## src/rtl/rr_ring_arb.sv

```systemverilog
// -----------------------------------------------------------------------------
// rr_ring_arb
//
// Purpose:
//   Round-robin arbiter that shares one downstream resource among N
//   requesters. The priority pointer is a one-hot ring that moves to the
//   position just past each new winner. A grant is owned until the owner
//   drops its request. Only then is the resource re-arbitrated, in the same
//   cycle, so a hand-over costs no dead cycle.
//
// Optional feature (macro RR_HOLD_TIMEOUT_EN):
//   When defined, a hold counter bounds each grant to MAX_HOLD cycles. The
//   grant is revoked after that many cycles and tmo pulses for one cycle.
//   When undefined, grants are unbounded, MAX_HOLD is ignored and tmo is 0.
//
// Parameters:
//   N         number of requesters (N >= 2)
//   MAX_HOLD  maximum grant length in cycles (timeout build only)
//
// Ports:
//   clk        in   rising-edge clock
//   rst        in   synchronous reset, active-high
//   req        in   [N-1:0] level request per requester, held while owning
//   gnt        out  [N-1:0] registered one-hot grant, all-zero when idle
//   gnt_id     out  [$clog2(N)-1:0] binary index of the granted requester
//   busy       out  high while any grant is active (|gnt)
//   tmo        out  one-cycle pulse when a grant was revoked by hold timeout
//   dbg_state  out  FSM state for observation (0 = IDLE, 1 = GRANT)
//
// Handshake:
//   A requester raises req[i] and keeps it high. The resource belongs to it
//   from the first cycle that gnt[i] is high until the cycle after it drops
//   req[i]. Other requests are not looked at while the resource is owned.
// -----------------------------------------------------------------------------
module rr_ring_arb #(
    parameter int N        = 4,
    parameter int MAX_HOLD = 16
) (
    input  logic                 clk,
    input  logic                 rst,
    input  logic [N-1:0]         req,
    output logic [N-1:0]         gnt,
    output logic [$clog2(N)-1:0] gnt_id,
    output logic                 busy,
    output logic                 tmo,
    output logic                 dbg_state
);

    localparam int IDW = $clog2(N);

    typedef enum logic {
        S_IDLE  = 1'b0,
        S_GRANT = 1'b1
    } state_t;

    state_t         r_state;
    state_t         w_state_nxt;
    logic [N-1:0]   r_gnt;
    logic [N-1:0]   w_gnt_nxt;
    logic [IDW-1:0] r_gnt_id;
    logic [IDW-1:0] w_gnt_id_nxt;
    logic [N-1:0]   r_ptr;
    logic [N-1:0]   w_ptr_nxt;

    logic           w_owner_req;
    logic           w_timeout_hit;
    logic           w_release;
    logic           w_new_grant;

    logic [N-1:0]   w_cand;
    logic [N-1:0]   w_below;
    logic [N-1:0]   w_cand_hi;
    logic [N-1:0]   w_pick_src;
    logic [N-1:0]   w_win_oh;
    logic [N-1:0]   w_ptr_rot;
    logic [IDW-1:0] w_win;
    logic           w_found;

    // -------------------------------------------------------------------------
    // Winner selection
    // -------------------------------------------------------------------------

    // r_gnt is zero in IDLE, so this is simply req there. In GRANT it drops
    // the current owner, which keeps a timed-out owner from re-winning in
    // the cycle it is evicted.
    assign w_cand = req & ~r_gnt;

    // The owner still wants the resource.
    assign w_owner_req = |(req & r_gnt);

    // Bits strictly below the one-hot pointer. Candidates at or above the
    // pointer take precedence. If there are none, the search wraps to bit 0.
    assign w_below    = r_ptr - {{(N-1){1'b0}}, 1'b1};
    assign w_cand_hi  = w_cand & ~w_below;
    assign w_pick_src = (|w_cand_hi) ? w_cand_hi : w_cand;

    // Isolate the lowest set bit (x & -x) to get the winner as one-hot.
    assign w_win_oh = w_pick_src & (~w_pick_src + {{(N-1){1'b0}}, 1'b1});
    assign w_found  = |w_cand;

    // Pointer for the next round: one position past the winner, wrapping.
    assign w_ptr_rot = {w_win_oh[N-2:0], w_win_oh[N-1]};

    always_comb begin
        w_win = '0;
        for (int i = 0; i < N; i++) begin
            if (w_win_oh[i]) begin
                w_win = IDW'(i);
            end
        end
    end

    // -------------------------------------------------------------------------
    // FSM: state register
    // -------------------------------------------------------------------------
    always_ff @(posedge clk) begin
        if (rst) begin
            r_state  <= S_IDLE;
            r_gnt    <= '0;
            r_gnt_id <= '0;
            r_ptr    <= {{(N-1){1'b0}}, 1'b1};
        end else begin
            r_state  <= w_state_nxt;
            r_gnt    <= w_gnt_nxt;
            r_gnt_id <= w_gnt_id_nxt;
            r_ptr    <= w_ptr_nxt;
        end
    end

    // -------------------------------------------------------------------------
    // FSM: next state and next outputs
    // -------------------------------------------------------------------------
    always_comb begin
        w_state_nxt  = r_state;
        w_gnt_nxt    = r_gnt;
        w_gnt_id_nxt = r_gnt_id;
        w_ptr_nxt    = r_ptr;
        w_new_grant  = 1'b0;
        w_release    = 1'b0;

        case (r_state)
            S_IDLE: begin
                if (w_found) begin
                    w_state_nxt  = S_GRANT;
                    w_gnt_nxt    = w_win_oh;
                    w_gnt_id_nxt = w_win;
                    w_ptr_nxt    = w_ptr_rot;
                    w_new_grant  = 1'b1;
                end
            end

            S_GRANT: begin
                // A timeout is treated the same as a voluntary release.
                w_release = !w_owner_req || w_timeout_hit;
                if (w_release) begin
                    if (w_found) begin
                        w_state_nxt  = S_GRANT;
                        w_gnt_nxt    = w_win_oh;
                        w_gnt_id_nxt = w_win;
                        w_ptr_nxt    = w_ptr_rot;
                        w_new_grant  = 1'b1;
                    end else begin
                        w_state_nxt  = S_IDLE;
                        w_gnt_nxt    = '0;
                        w_gnt_id_nxt = '0;
                    end
                end
            end

            default: begin
                w_state_nxt  = S_IDLE;
                w_gnt_nxt    = '0;
                w_gnt_id_nxt = '0;
            end
        endcase
    end

    // -------------------------------------------------------------------------
    // Optional hold timeout
    // -------------------------------------------------------------------------
`ifdef RR_HOLD_TIMEOUT_EN
    localparam int HCW = (MAX_HOLD > 1) ? $clog2(MAX_HOLD) : 1;

    logic [HCW-1:0] r_hold_cnt;
    logic           r_tmo;

    // The counter holds the number of cycles already spent in the current
    // grant. At MAX_HOLD-1 the current cycle is the last one allowed.
    assign w_timeout_hit = (r_state == S_GRANT) && w_owner_req &&
                           (r_hold_cnt == HCW'(MAX_HOLD - 1));

    always_ff @(posedge clk) begin
        if (rst) begin
            r_hold_cnt <= '0;
            r_tmo      <= 1'b0;
        end else begin
            if (w_new_grant) begin
                r_hold_cnt <= '0;
            end else if (r_state == S_GRANT) begin
                r_hold_cnt <= r_hold_cnt + HCW'(1);
            end
            // Goes high in the first cycle without the revoked grant.
            r_tmo <= w_timeout_hit;
        end
    end

    assign tmo = r_tmo;
`else
    logic w_unused_hold;

    assign w_timeout_hit = 1'b0;
    assign tmo           = 1'b0;
    assign w_unused_hold = (MAX_HOLD > 0) & w_new_grant & w_release;
`endif

    // -------------------------------------------------------------------------
    // Outputs
    // -------------------------------------------------------------------------
    assign gnt       = r_gnt;
    assign gnt_id    = r_gnt_id;
    assign busy      = |r_gnt;
    assign dbg_state = (r_state == S_GRANT);

endmodule

```

## config.mk

```make
export PLATFORM = sky130hd
export DESIGN_NAME = rr_ring_arb
export DESIGN_NICKNAME = d
export VERILOG_FILES = /design/src/rtl/rr_ring_arb.sv
export SDC_FILE = /design/constraint.sdc
export NUM_CORES = 1
export LEC_CHECK = 0
export BUFFER_PORTS_ARGS = -buffer_cell sky130_fd_sc_hd__buf_2
export CELL_PAD_IN_SITES_DETAIL_PLACEMENT = 1
export CELL_PAD_IN_SITES_GLOBAL_PLACEMENT = 1
export CORE_MARGIN = 1
export CORE_UTILIZATION = 37
export CTS_CLUSTER_DIAMETER = 40
export DETAILED_ROUTE_END_ITERATION = 10
export PLACE_DENSITY = 0.82
export SETUP_SLACK_MARGIN = 0.15
export SKIP_LAST_GASP = 1
export SLEW_MARGIN = 10
export SYNTH_ARGS = -nofsm -noshare
export SYNTH_HDL_FRONTEND = slang
export SYNTH_SLANG_ARGS = --single-unit
```

## constraint.sdc

```tcl
create_clock -name clk -period 2.05 [get_ports clk]
set_input_delay 0.3075 -clock clk [delete_from_list [all_inputs] [get_ports clk]]
set_output_delay 0.3075 -clock clk [all_outputs]
set_load 0.1 [all_outputs]
```

Word level (Yosys, flattened, before mapping)
Index checks and enable logic that the tools add are counted.
{ "word_totals": {"ff_bits": 11, "out_inout_bits": 9, "word_cells": 39} }
{ "op_classes": {"n_reduce_logical": 5, "bitwise_logic": 8, "muxes": 18, "eq_ne": 2, "n_addsub": 2} }
{ "op_table": {"columns": ["operator", "count"], "rows": [
  ["4-bit two-way mux", 6],
  ["4-bit bitwise AND", 4],
  ["4-bit case mux with 2 select lines", 2],
  ["4-bit OR reduction", 4],
  ["4-bit inverter", 3],
  ["2-bit two-way mux", 5],
  ["4-bit by 1-bit adder with 4-bit output, second input constant", 1],
  ["2-bit != test, second input constant", 2],
  ["2-bit case mux with 2 select lines", 1],
  ["4-bit by 1-bit subtractor with 4-bit output, second input constant", 1],
  ["1-bit two-way mux", 3],
  ["1-bit case mux with 2 select lines", 1],
  ["2-bit AND reduction", 1],
  ["1-bit inverter", 1]
]} }

Logic depth before layout (Yosys ltp)
Gate-level depths: netlist (run 1).
{ "depth": {"word_depth": 14, "mapped_depth": 7} }

Least setup slack after synthesis (run 1)
Ideal clock, no wire load.
{ "synth_path": {"path_type": "reg2out", "start": "register r_gnt[3], in the netlist gnt[3]", "end": "output port busy", "stages_incl_launch_ff": 2, "required_time_ps": 1742, "setup_slack_ps": -73, "path_buffers": 0, "arrival_ps": 1815, "cell_sequence": "dfxtp_1 -> or4_1"} }
{ "synth_via": {"elab_chain_len": 1} }
{ "synth_rtl": {"columns": ["item", "line_no", "rtl"], "rows": [
  ["start: declaration", "58", "logic [N-1:0] r_gnt;"],
  ["start signal: assignment", "124", "r_gnt <= w_gnt_nxt;"],
  ["4-bit OR reduction", "221", "assign busy = |r_gnt;"],
  ["end: declaration", "44", "output logic busy,"]
]} }
No other way between the ends.

Final worst setup path (run 1)
{ "layout_path": {"start": "register r_ptr[0]", "end": "register r_gnt[3], in the netlist gnt[3]"} }
{ "layout_via": {"elab_chain_len": 11, "elab_cells_between_ends": 12, "cone_classes": "add/sub (2); mux (5); bitwise (4); reduce/logical (1)"} }
{ "layout_rtl": {"columns": ["item", "line_no", "rtl"], "rows": [
  ["start: declaration", "62", "logic [N-1:0] r_ptr;"],
  ["start signal: assignment", "121", "r_ptr <= {{(N-1){1'b0}}, 1'b1};"],
  ["start signal: assignment", "126", "r_ptr <= w_ptr_nxt;"],
  ["4-bit by 1-bit subtractor with 4-bit output (*)", "93", "assign w_below = r_ptr - {{(N-1){1'b0}}, 1'b1};"],
  ["4-bit inverter (*)", "94", "assign w_cand_hi = w_cand & ~w_below;"],
  ["4-bit bitwise AND (*)", "94", null],
  ["4-bit OR reduction", "95", "assign w_pick_src = (|w_cand_hi) ? w_cand_hi : w_cand;"],
  ["4-bit two-way mux (*)", "95", null],
  ["4-bit inverter", "98", "assign w_win_oh = w_pick_src & (~w_pick_src + {{(N-1){1'b0}}, 1'b1});"],
  ["4-bit by 1-bit adder with 4-bit output", "98", null],
  ["4-bit bitwise AND (*)", "98", null],
  ["4-bit two-way mux", "156", "if (w_found) begin"],
  ["4-bit two-way mux", "155", "if (w_release) begin"],
  ["4-bit case mux with 2 select lines (*)", "141", "case (r_state)"]
]} }
Mark *: on every way between the ends. The rest lies on a longest branch, timed or not. The select of a mux whose other input is x is not followed.
A chain may end at the register's enable or synchronous reset.

==> flow_summary.ini, run 1 <==
[worst_setup_path]
worst_setup_path_start_kind = register
path_class = register to register
max_stage_delay_ps = 360
rr_startpoint = r_ptr[0]
worstReg2RegEnd = gnt[3]
r2r_cells = 7
rrSetupSlack_ps = 250
critPathMaxFanout = 5
critPathRequiredTime_ps = 2220
critPathMostFrequentCell = inv_1
path_cells = inv_1, ha_1, nand3b_1, a32oi_1, nor3b_1, inv_1, o41ai_2
crit_path_end_kind = register
arrival_ps = 1970
slowest_stage = dfxtp_2

[floorplan]
dieArea_mm2 = 0.00198
num_rows = 14
pin_count = 15
die_h_um = 44.5
core_area_mm2 = 0.00159
start_util_pct = 41.9
die_w_um = 44.5

[yosys]
postSynthCellCount = 79
ys_warn_count = 0
synth_compound_area_share_pct = 27.5
synth-xor-area-share_pct = 1.31
syn-cell-area_um2 = 668
yosysSeqAreaShare_pct = 33.0
synth_cell_types = 35
synthAdderAreaFrac_pct = 1.87
synthSimpleGateAreaFrac_pct = 31.8
syn-mean-instance-area_um2 = 8.46
synth_top_family_by_area = simple AND/OR/NAND/NOR gates
synth_fp_nets = 86
ys_ff_latch = 11
synth.area.mux_share_pct = 0

[clocking]
insertion_delay_ps = 270
cts-root-buf = clkbuf_4
clkTransAtPathRegs_ps = 70
clkSinkCount = 11
h-tree-depth = 1
ctsLongestPathBuffers = 2
cts_made_buffers = 3
cts_tree = built

[hold_path]
worstHoldEndpoint = dbg_state
hold_path_depth = 2
hold_path.startpoint = rst
hold_path.class = input port to register

[cells_and_area]
fillers = 212
seq_area_um2 = 228
area_growth_syn_to_layout_pct = 22.3
fin_nets = 103
multiInputGateArea_um2 = 445
drive_gt1_share_pct = 35.8
antennaDiodeCount = 0

[sta]
slew_headroom_pct = 53.4
period_share_pct = 88.0
rsz0062_at_grt = no
hold_violations = 0
fin_tns_setup_ps = 0
setup_viol = 0
worstMarginPinSlew_ps = 692
finClkSkew_ps = 5.78
period_minus_slack_ps = 1800
fmax_ghz = 0.554
slew_viol_final = 0

[placed_design]
gp_congestion = 0.825
numPortBuffers = 13
hpwlAfterDp_um = 1390

[detailed_routing]
drtIter0Drc = 5
drtPass1Iterations = 4
antenna_left = 0
vias = 645
wl_um = 1890
wl_per_cell_um = 15.9
routed_via_density = 5.42
drc_errors = 0

[grt]
grt_pass1_wl_um = 2990
gr-total-overflow = 0
grt_usage_pct = 21.3
antenna_found_initial = 0
grtUsageMet2_pct = 35.0
busiest_layer = met2
use_met3_pct = 4.08
use_met1_pct = 27.2
grt_max_degree = 15
grt_pass1_vias = 648

[power]
p_leak_nw = 0.338
powerDensity_mw_per_mm2 = 1340
total_power_mw = 1.10
ir_worst_vdd_mv = 0.660

[flow_run]
max-cap-violations = 0

[run_status]
outcome = finished clean
[power by group]
| part | internal, mW | switching (mW) | total (mW) |
|---|---|---|---|
| sequential | 0.260 | 0.0497 | 0.309 |
| combinational | 0.176 | 0.468 | 0.644 |
| clock | 0.0753 | 0.0692 | 0.144 |
| total | 0.511 | 0.587 | 1.10 |
[metrics by stage]
step / instances / utilization (%) / worst slack (ps) / cell area, µm² / hold WS [ps]
2_1_floorplan: 79 / - / 201 / 677 / 399
3_3_place_gp: 114 / 47.7 / 236 / 761 / 438
3_5_place_dp: 114 / 47.7 / 113 / 761 / 452
4_1_cts: 118 / 50.8 / 203 / 810 / 361
5_1_grt: 119 / 51.3 / 136 / 817 / 373
6_report: 119 / 51.3 / 246 / 817 / 377
[cells in the mapped netlist]
cell type / count / share of area [%]
a211o_1: 1 / 1.3
a21oi_1: 7 / 5.2
a22o_1: 2 / 2.6
a31o_2: 1 / 1.3
a31oi_1: 1 / 0.94
a32oi_1: 1 / 1.3
a41oi_2: 1 / 2.4
and2_1: 1 / 0.94
and2b_2: 1 / 1.3
buf_4: 1 / 1.1
clkbuf_1: 1 / 0.56
conb_1: 1 / 0.56
dfxtp_1: 11 / 33
ha_1: 1 / 1.9
inv_1: 4 / 2.2
nand2_1: 7 / 3.9
nand2b_1: 5 / 4.7
nand3_1: 1 / 0.75
nand3_2: 2 / 3.0
nand3b_1: 5 / 5.6
nand4_1: 2 / 1.9
nor2_1: 2 / 1.1
nor2b_1: 3 / 2.8
nor3b_1: 1 / 1.1
o211ai_2: 1 / 1.9
o21ai_0: 3 / 2.2
o21ai_1: 3 / 2.2
o31ai_1: 2 / 2.2
o32ai_1: 1 / 1.3
o41ai_2: 1 / 2.4
or2_2: 1 / 0.94
or3_1: 1 / 0.94
or4_1: 1 / 1.1
or4_4: 1 / 1.7
xor2_1: 1 / 1.3
[registers in the layout (all words and copies together), names as in the netlist]
register	count
gnt	4
r_ptr	4
gnt_id	2
dbg_state	1
[critical path, delay by kind of cell, from the launching register on]
family          cells  cell delay, ps
buf+inv             2             190
compound gates      2             340
fa+ha+maj           1             340
flops               1             360
simple gates        2             490
[worst max-delay path by stage]
| stage | from | end | slack (ps) | cells after the start |
|---|---|---|---|---|
| floorplan | dbg_state | r_ptr[3] | 200 | 4 |
| global placement | r_ptr[0] | gnt[3] | 240 | 7 |
| global route | r_ptr[0] | gnt[3] | 140 | 7 |
| CTS | r_ptr[0] | gnt[3] | 200 | 7 |
| detailed placement | r_ptr[0] | gnt[3] | 110 | 7 |
| finish | r_ptr[0] | gnt[3] | 250 | 7 |
[layer usage]
layer	routed length [µm]	vias up	part of all wire (%)
li1	-	323	-
met1	891	309	47
met2	938	13	50
met3	62	0	3.3
met4	0	0	0
met5	0	-	0
[layout make-up]
cell class,instances,share of cell area [%]
multi-input combinational,62,54.5
timing repair buffer,14,8.88
inverter,4,1.84
clock buffer,4,3.22
tap,24,3.68
sequential,11,27.9
[layout by cell type, fill, tap and decap left out, types with 3 or more instances in the layout]
cell type and count:
buf_2 13, nand2_1 7, a21oi_1 7, dfxtp_2 6
nand2b_1 5, nand3b_1 5, dfxtp_1 5, inv_1 4
o21ai_0 3, nor2b_1 3, o21ai_1 3, clkbuf_4 3
[cells by family (layout without fill, tap and decap cells)]
family | count (synthesis) | after routing
and+or+nand+nor | 34 | 34
AOI/OAI and AO/OA | 25 | 25
DFF | 11 | 11
buffers and inverters | 6 | 22
adders and majority gates | 1 | 1
other | 1 | 1
xor gates and xnor gates | 1 | 1
[what timing repair did]
action / in CTS / in global routing
pin swaps: 1 / 2
cloned: 0 / 0
buffers inserted: 0 / 1
hold buffers: 0 / 0
setup endpoints to repair: 1 / 2
resized for setup: 5 / 0
hold endpoints to repair: 0 / 0
No activity file was read; power rests on OpenSTA's default activity.
==> inputs of run 2 (changes only) <==
--- a/config.mk
+++ b/config.mk
@@ -6,8 +6,7 @@
 export NUM_CORES = 1
 export LEC_CHECK = 0
-export BUFFER_PORTS_ARGS = -buffer_cell sky130_fd_sc_hd__buf_2
+export BUFFER_PORTS_ARGS = -buffer_cell sky130_fd_sc_hd__clkbuf_2
 export CELL_PAD_IN_SITES_DETAIL_PLACEMENT = 1
 export CELL_PAD_IN_SITES_GLOBAL_PLACEMENT = 1
-export CORE_MARGIN = 1
 export CORE_UTILIZATION = 37
 export CTS_CLUSTER_DIAMETER = 40
==> constraint.sdc (replaced) <==
create_clock -name clk -period 2.05 [get_ports clk]
set_input_delay 0.3075 -clock clk [delete_from_list [all_inputs] [get_ports clk]]
set_output_delay 0.3075 -clock clk [all_outputs]
set_load 0.02 [all_outputs]
==> run 2 against run 1 <==
Net effect: final area down 0.77%; register-to-register slack worse by 20 ps; non-clock buffer count unchanged; utilization down 0.39 points; critical endpoint unchanged; largest power group unchanged; highest routed layer is now met4.
==> flow_summary.ini, run 2 (synthesis gave the netlist of run 1 again) <==
[sta]
finClkSkew_ps = 2.92
setup_viol = 0
period_minus_slack_ps = 1820
rsz0062_at_grt = no
hold_violations = 0
period_share_pct = 88.8
slew_viol_final = 0
fmax_ghz = 0.549
fin_tns_setup_ps = 0

[flow_run]
max-cap-violations = 0

[worst_setup_path]
max_stage_delay_ps = 360
r2r_cells = 7
critPathRequiredTime_ps = 2230
crit_path_end_kind = register
worst_setup_path_start_kind = register
path_class = register to register
rrSetupSlack_ps = 230
slowest_stage = dfxtp_2
path_cells = inv_1, ha_1, xor2_1, or2_2, a41oi_4, o21ai_1, o41ai_2
cp_top_family = compound AO/OA/AOI/OAI gates
critPathBufInv = 1
arrival_ps = 2000
worstReg2RegEnd = gnt[3]
rr_startpoint = r_ptr[0]
critPathMaxFanout = 5

[run_status]
outcome = finished clean

[cells_and_area]
final_common_cell = clkbuf_2
finalNonFillerCells = 119
utilization_pct = 50.9
drive_gt1_share_pct = 31.6
antennaDiodeCount = 0
area_growth_syn_to_layout_pct = 21.3
mostFrequentLayoutCells = clkbuf_2 (13), dfxtp_1 (9), nand2_1 (7), a21oi_1 (7)
fin_nets = 103
fillers = 205

[clocking]
insertion_delay_ps = 270
cts-root-buf = clkbuf_4
cts_made_buffers = 3
clkSinkCount = 11
h-tree-depth = 1
cts_tree = built
cts.hold.buffers_added = 0
clkTransAtPathRegs_ps = 70
ctsLongestPathBuffers = 2

[grt]
grt_usage_pct = 21.1
antenna_found_initial = 0
grt_pass1_vias = 651
grt_pass1_wl_um = 2970
gr-total-overflow = 0
grt_max_degree = 15

[detailed_routing]
drtPass1Iterations = 4
vias = 678
antenna_left = 0
wl_per_cell_um = 15.9
drc_errors = 0
wl_um = 1890
routed_via_density = 5.70
drtIter0Drc = 13

[placed_design]
numPortBuffers = 13
dp.cells = 115
gp_congestion = 0.829

[floorplan]
num_rows = 14
die_h_um = 44.5
core_area_mm2 = 0.00159
die_w_um = 44.5
start_util_pct = 41.9
pin_count = 15
dieArea_mm2 = 0.00198

[hold_path]
hold_path.class = input port to register
hold_path.startpoint = rst
worstHoldEndpoint = gnt_id[1]
hold_path_depth = 2

[power]
p_leak_nw = 0.336
powerDensity_mw_per_mm2 = 1080
ir_worst_vdd_mv = 0.548
total_power_mw = 0.874
==> run 2: routing by layer <==
metal / part of all wire (%) / vias up / wire [µm] / track usage [%]
met5: 0 / - / 0 / 0
met4: 1.4 / 0 / 27 / 12.7
met3: 5.3 / 4 / 100 / 1.22
met2: 50 / 24 / 939 / 34.7
met1: 43 / 323 / 820 / 26.8
li1: - / 327 / - / -
==> run 2: how the worst max path moves through the flow <==
stage,cells after the start,end,from
2_1_floorplan,7,gnt[3],r_ptr[0]
3_3_place_gp,7,gnt[3],r_ptr[1]
3_5_place_dp,7,gnt[3],r_ptr[0]
4_1_cts,7,gnt[3],r_ptr[0]
5_1_grt,7,gnt_id[0],r_ptr[0]
6_report,7,gnt[3],r_ptr[0]
==> run 2: cell type report <==
class / count / area [µm²] / share of cell area [%]
Sequential cell: 11 / 223 / 27.5
Multi-Input combinational cell: 62 / 444 / 54.8
Clock buffer: 4 / 26.3 / 3.24
Tap cell: 24 / 30.0 / 3.70
Inverter: 4 / 15.0 / 1.85
Timing Repair Buffer: 14 / 72.6 / 8.95
==> run 2: worst register-to-register path, stage by stage, from the launching register on <==
cell and delay (ps):
dfxtp_2 360, inv_1 60, ha_1 200, xor2_1 150, or2_2 340, a41oi_4 220, o21ai_1 130, o41ai_2 270
==> run 2: stage by stage <==
| stage | area, µm² | worst slack (ps) | hold slack, ps |
|---|---|---|---|
| 2_1_floorplan | 668 | 318 | 407 |
| 3_3_place_gp | 759 | 242 | 443 |
| 3_5_place_dp | 759 | 139 | 451 |
| 4_1_cts | 786 | 133 | 403 |
| 5_1_grt | 811 | 158 | 439 |
| 6_report | 811 | 229 | 404 |
==> run 2: where the power goes <==
group | internal, mW | switching [mW] | leakage, nW
registers | 0.256 | 0.0481 | 0.0909
clock network | 0.0753 | 0.0726 | 0.0150
logic | 0.165 | 0.256 | 0.230
total | 0.497 | 0.377 | 0.336
==> run 2: what timing repair did <==
action | 4_1_cts | 5_1_grt
gates resized for setup | 0 | 5
pin swaps | 0 | 1
setup buffers | 0 | 0
setup endpoints to repair | 1 | 8
==> inputs of run 3 (changes only) <==
Settings changed: CORE_UTILIZATION 37 to 40, PLACE_DENSITY 0.82 to 0.87.
Clock period 2.05 ns to 2.1 ns, I/O delays scaled along.
==> run 3 against run 2 <==
Net effect: clock power about the same; register-to-register slack better by 40 ps; cell count down 7.6%; sequential power down 3%; worst hold slack about the same; first-iteration DRC count down 69%; clock-buffer cell count down 1; non-clock buffer count down 1; largest cell class unchanged; largest power group unchanged.
==> flow_summary.ini, run 3 (synthesis gave the netlist of run 1 again) <==
[run_status]
outcome = finished clean

[worst_setup_path]
worstReg2RegEnd = gnt[3]
rr_startpoint = r_ptr[0]
r2r_cells = 7
crit_path_end_kind = register
cp-startpoint = r_ptr[0]
path_class = register to register
worst_setup_path_start_kind = register
critPathMaxFanout = 5
arrival_ps = 2000
critPathRequiredTime_ps = 2280
rrSetupSlack_ps = 270

[power]
ir_worst_vdd_mv = 0.698
powerDensity_mw_per_mm2 = 1060
total_power_mw = 0.841
p_leak_nw = 0.333

[cells_and_area]
area_growth_syn_to_layout_pct = 18.9
drive_gt1_share_pct = 31.9
antennaDiodeCount = 0
utilization_pct = 51.5
fin_nets = 102
finalNonFillerCells = 110
final_common_cell = clkbuf_2
final_cell_area_um2 = 795
seq_area_um2 = 223
fillers = 197
multiInputGateArea_um2 = 444
mostFrequentLayoutCells = clkbuf_2 (13), dfxtp_1 (9), nand2_1 (7), a21oi_1 (7)

[sta]
fmax_ghz = 0.547
period_minus_slack_ps = 1830
rsz0062_at_grt = no
hold_violations = 0
setup_viol = 0
fin_tns_setup_ps = 0
period_share_pct = 87.0
finClkSkew_ps = 0.585
slew_viol_final = 0

[detailed_routing]
wl_um = 1740
drtPass1Iterations = 4
antenna_left = 0
wl_per_cell_um = 15.8
drtIter0Drc = 4
vias = 652
routed_via_density = 5.93
drc_errors = 0

[placed_design]
gp_congestion = 0.863
dp.cells = 106
hpwlAfterDp_um = 1400
numPortBuffers = 13
placed_area_um2 = 742

[clocking]
ctsLongestPathBuffers = 2
clkTransAtPathRegs_ps = 70
h-tree-depth = 1
cts-root-buf = clkbuf_4
cts_setup_buffers = 0
clkSinkCount = 11
cts_tree = built
cts_made_buffers = 3
ctsResizeCount = 0
cts.hold.buffers_added = 0
insertion_delay_ps = 270

[grt]
grt_pass1_vias = 656
grt_pass1_wl_um = 2970
gr-total-overflow = 0
grt_usage_pct = 21.0
grt_max_degree = 15
antenna_found_initial = 0

[hold_path]
hold_path.class = input port to register
worstHoldEndpoint = gnt[0]
hold_path.startpoint = rst
hold_path_depth = 2

[floorplan]
num_rows = 14
core_area_mm2 = 0.00154
dieArea_mm2 = 0.00184
start_util_pct = 43.3
die_h_um = 42.9
pin_count = 15
die_w_um = 42.9

[flow_run]
max-cap-violations = 0
run 3: how the worst max path moves through the flow:
stage	end	cells after the start
floorplan	gnt[3]	7
global placement	gnt[3]	7
detailed placement	gnt[3]	7
CTS	gnt[3]	7
global route	gnt[3]	7
finish	gnt[3]	7
run 3: area by class of cell:
| cell class | count | area share, % |
|---|---|---|
| multi-input combinational | 62 | 55.9 |
| sequential | 11 | 28.0 |
| timing repair buffer | 13 | 8.19 |
| clock buffer | 3 | 2.83 |
| tap | 16 | 2.52 |
| inverter | 4 | 1.89 |
| clock inverter | 1 | 0.630 |
run 3: critical path: stages, from the launching register on:
cell and delay (ps):
dfxtp_2 370, inv_1 70, ha_1 200, xor2_1 150
or2_2 350, a41oi_4 220, o21ai_1 120, o41ai_2 260
run 3: through the flow:
step | worst slack [ps] | hold WS [ps]
2_1_floorplan | 368 | 414
3_3_place_gp | 307 | 442
3_5_place_dp | 201 | 467
4_1_cts | 174 | 394
5_1_grt | 172 | 432
6_report | 273 | 405
run 3: power by group:
group | switching, mW | internal (mW)
clock network | 0.0745 | 0.0704
registers | 0.0464 | 0.250
logic | 0.242 | 0.157
total | 0.363 | 0.477
run 3: layer usage:
metal | GRT usage (%) | part of all wire [%] | vias up
li1 | - | - | 323
met1 | 28.0 | 49 | 304
met2 | 34.2 | 45 | 17
met3 | 2.13 | 3.4 | 8
met4 | 8.75 | 2.6 | 0
met5 | 0 | 0 | -
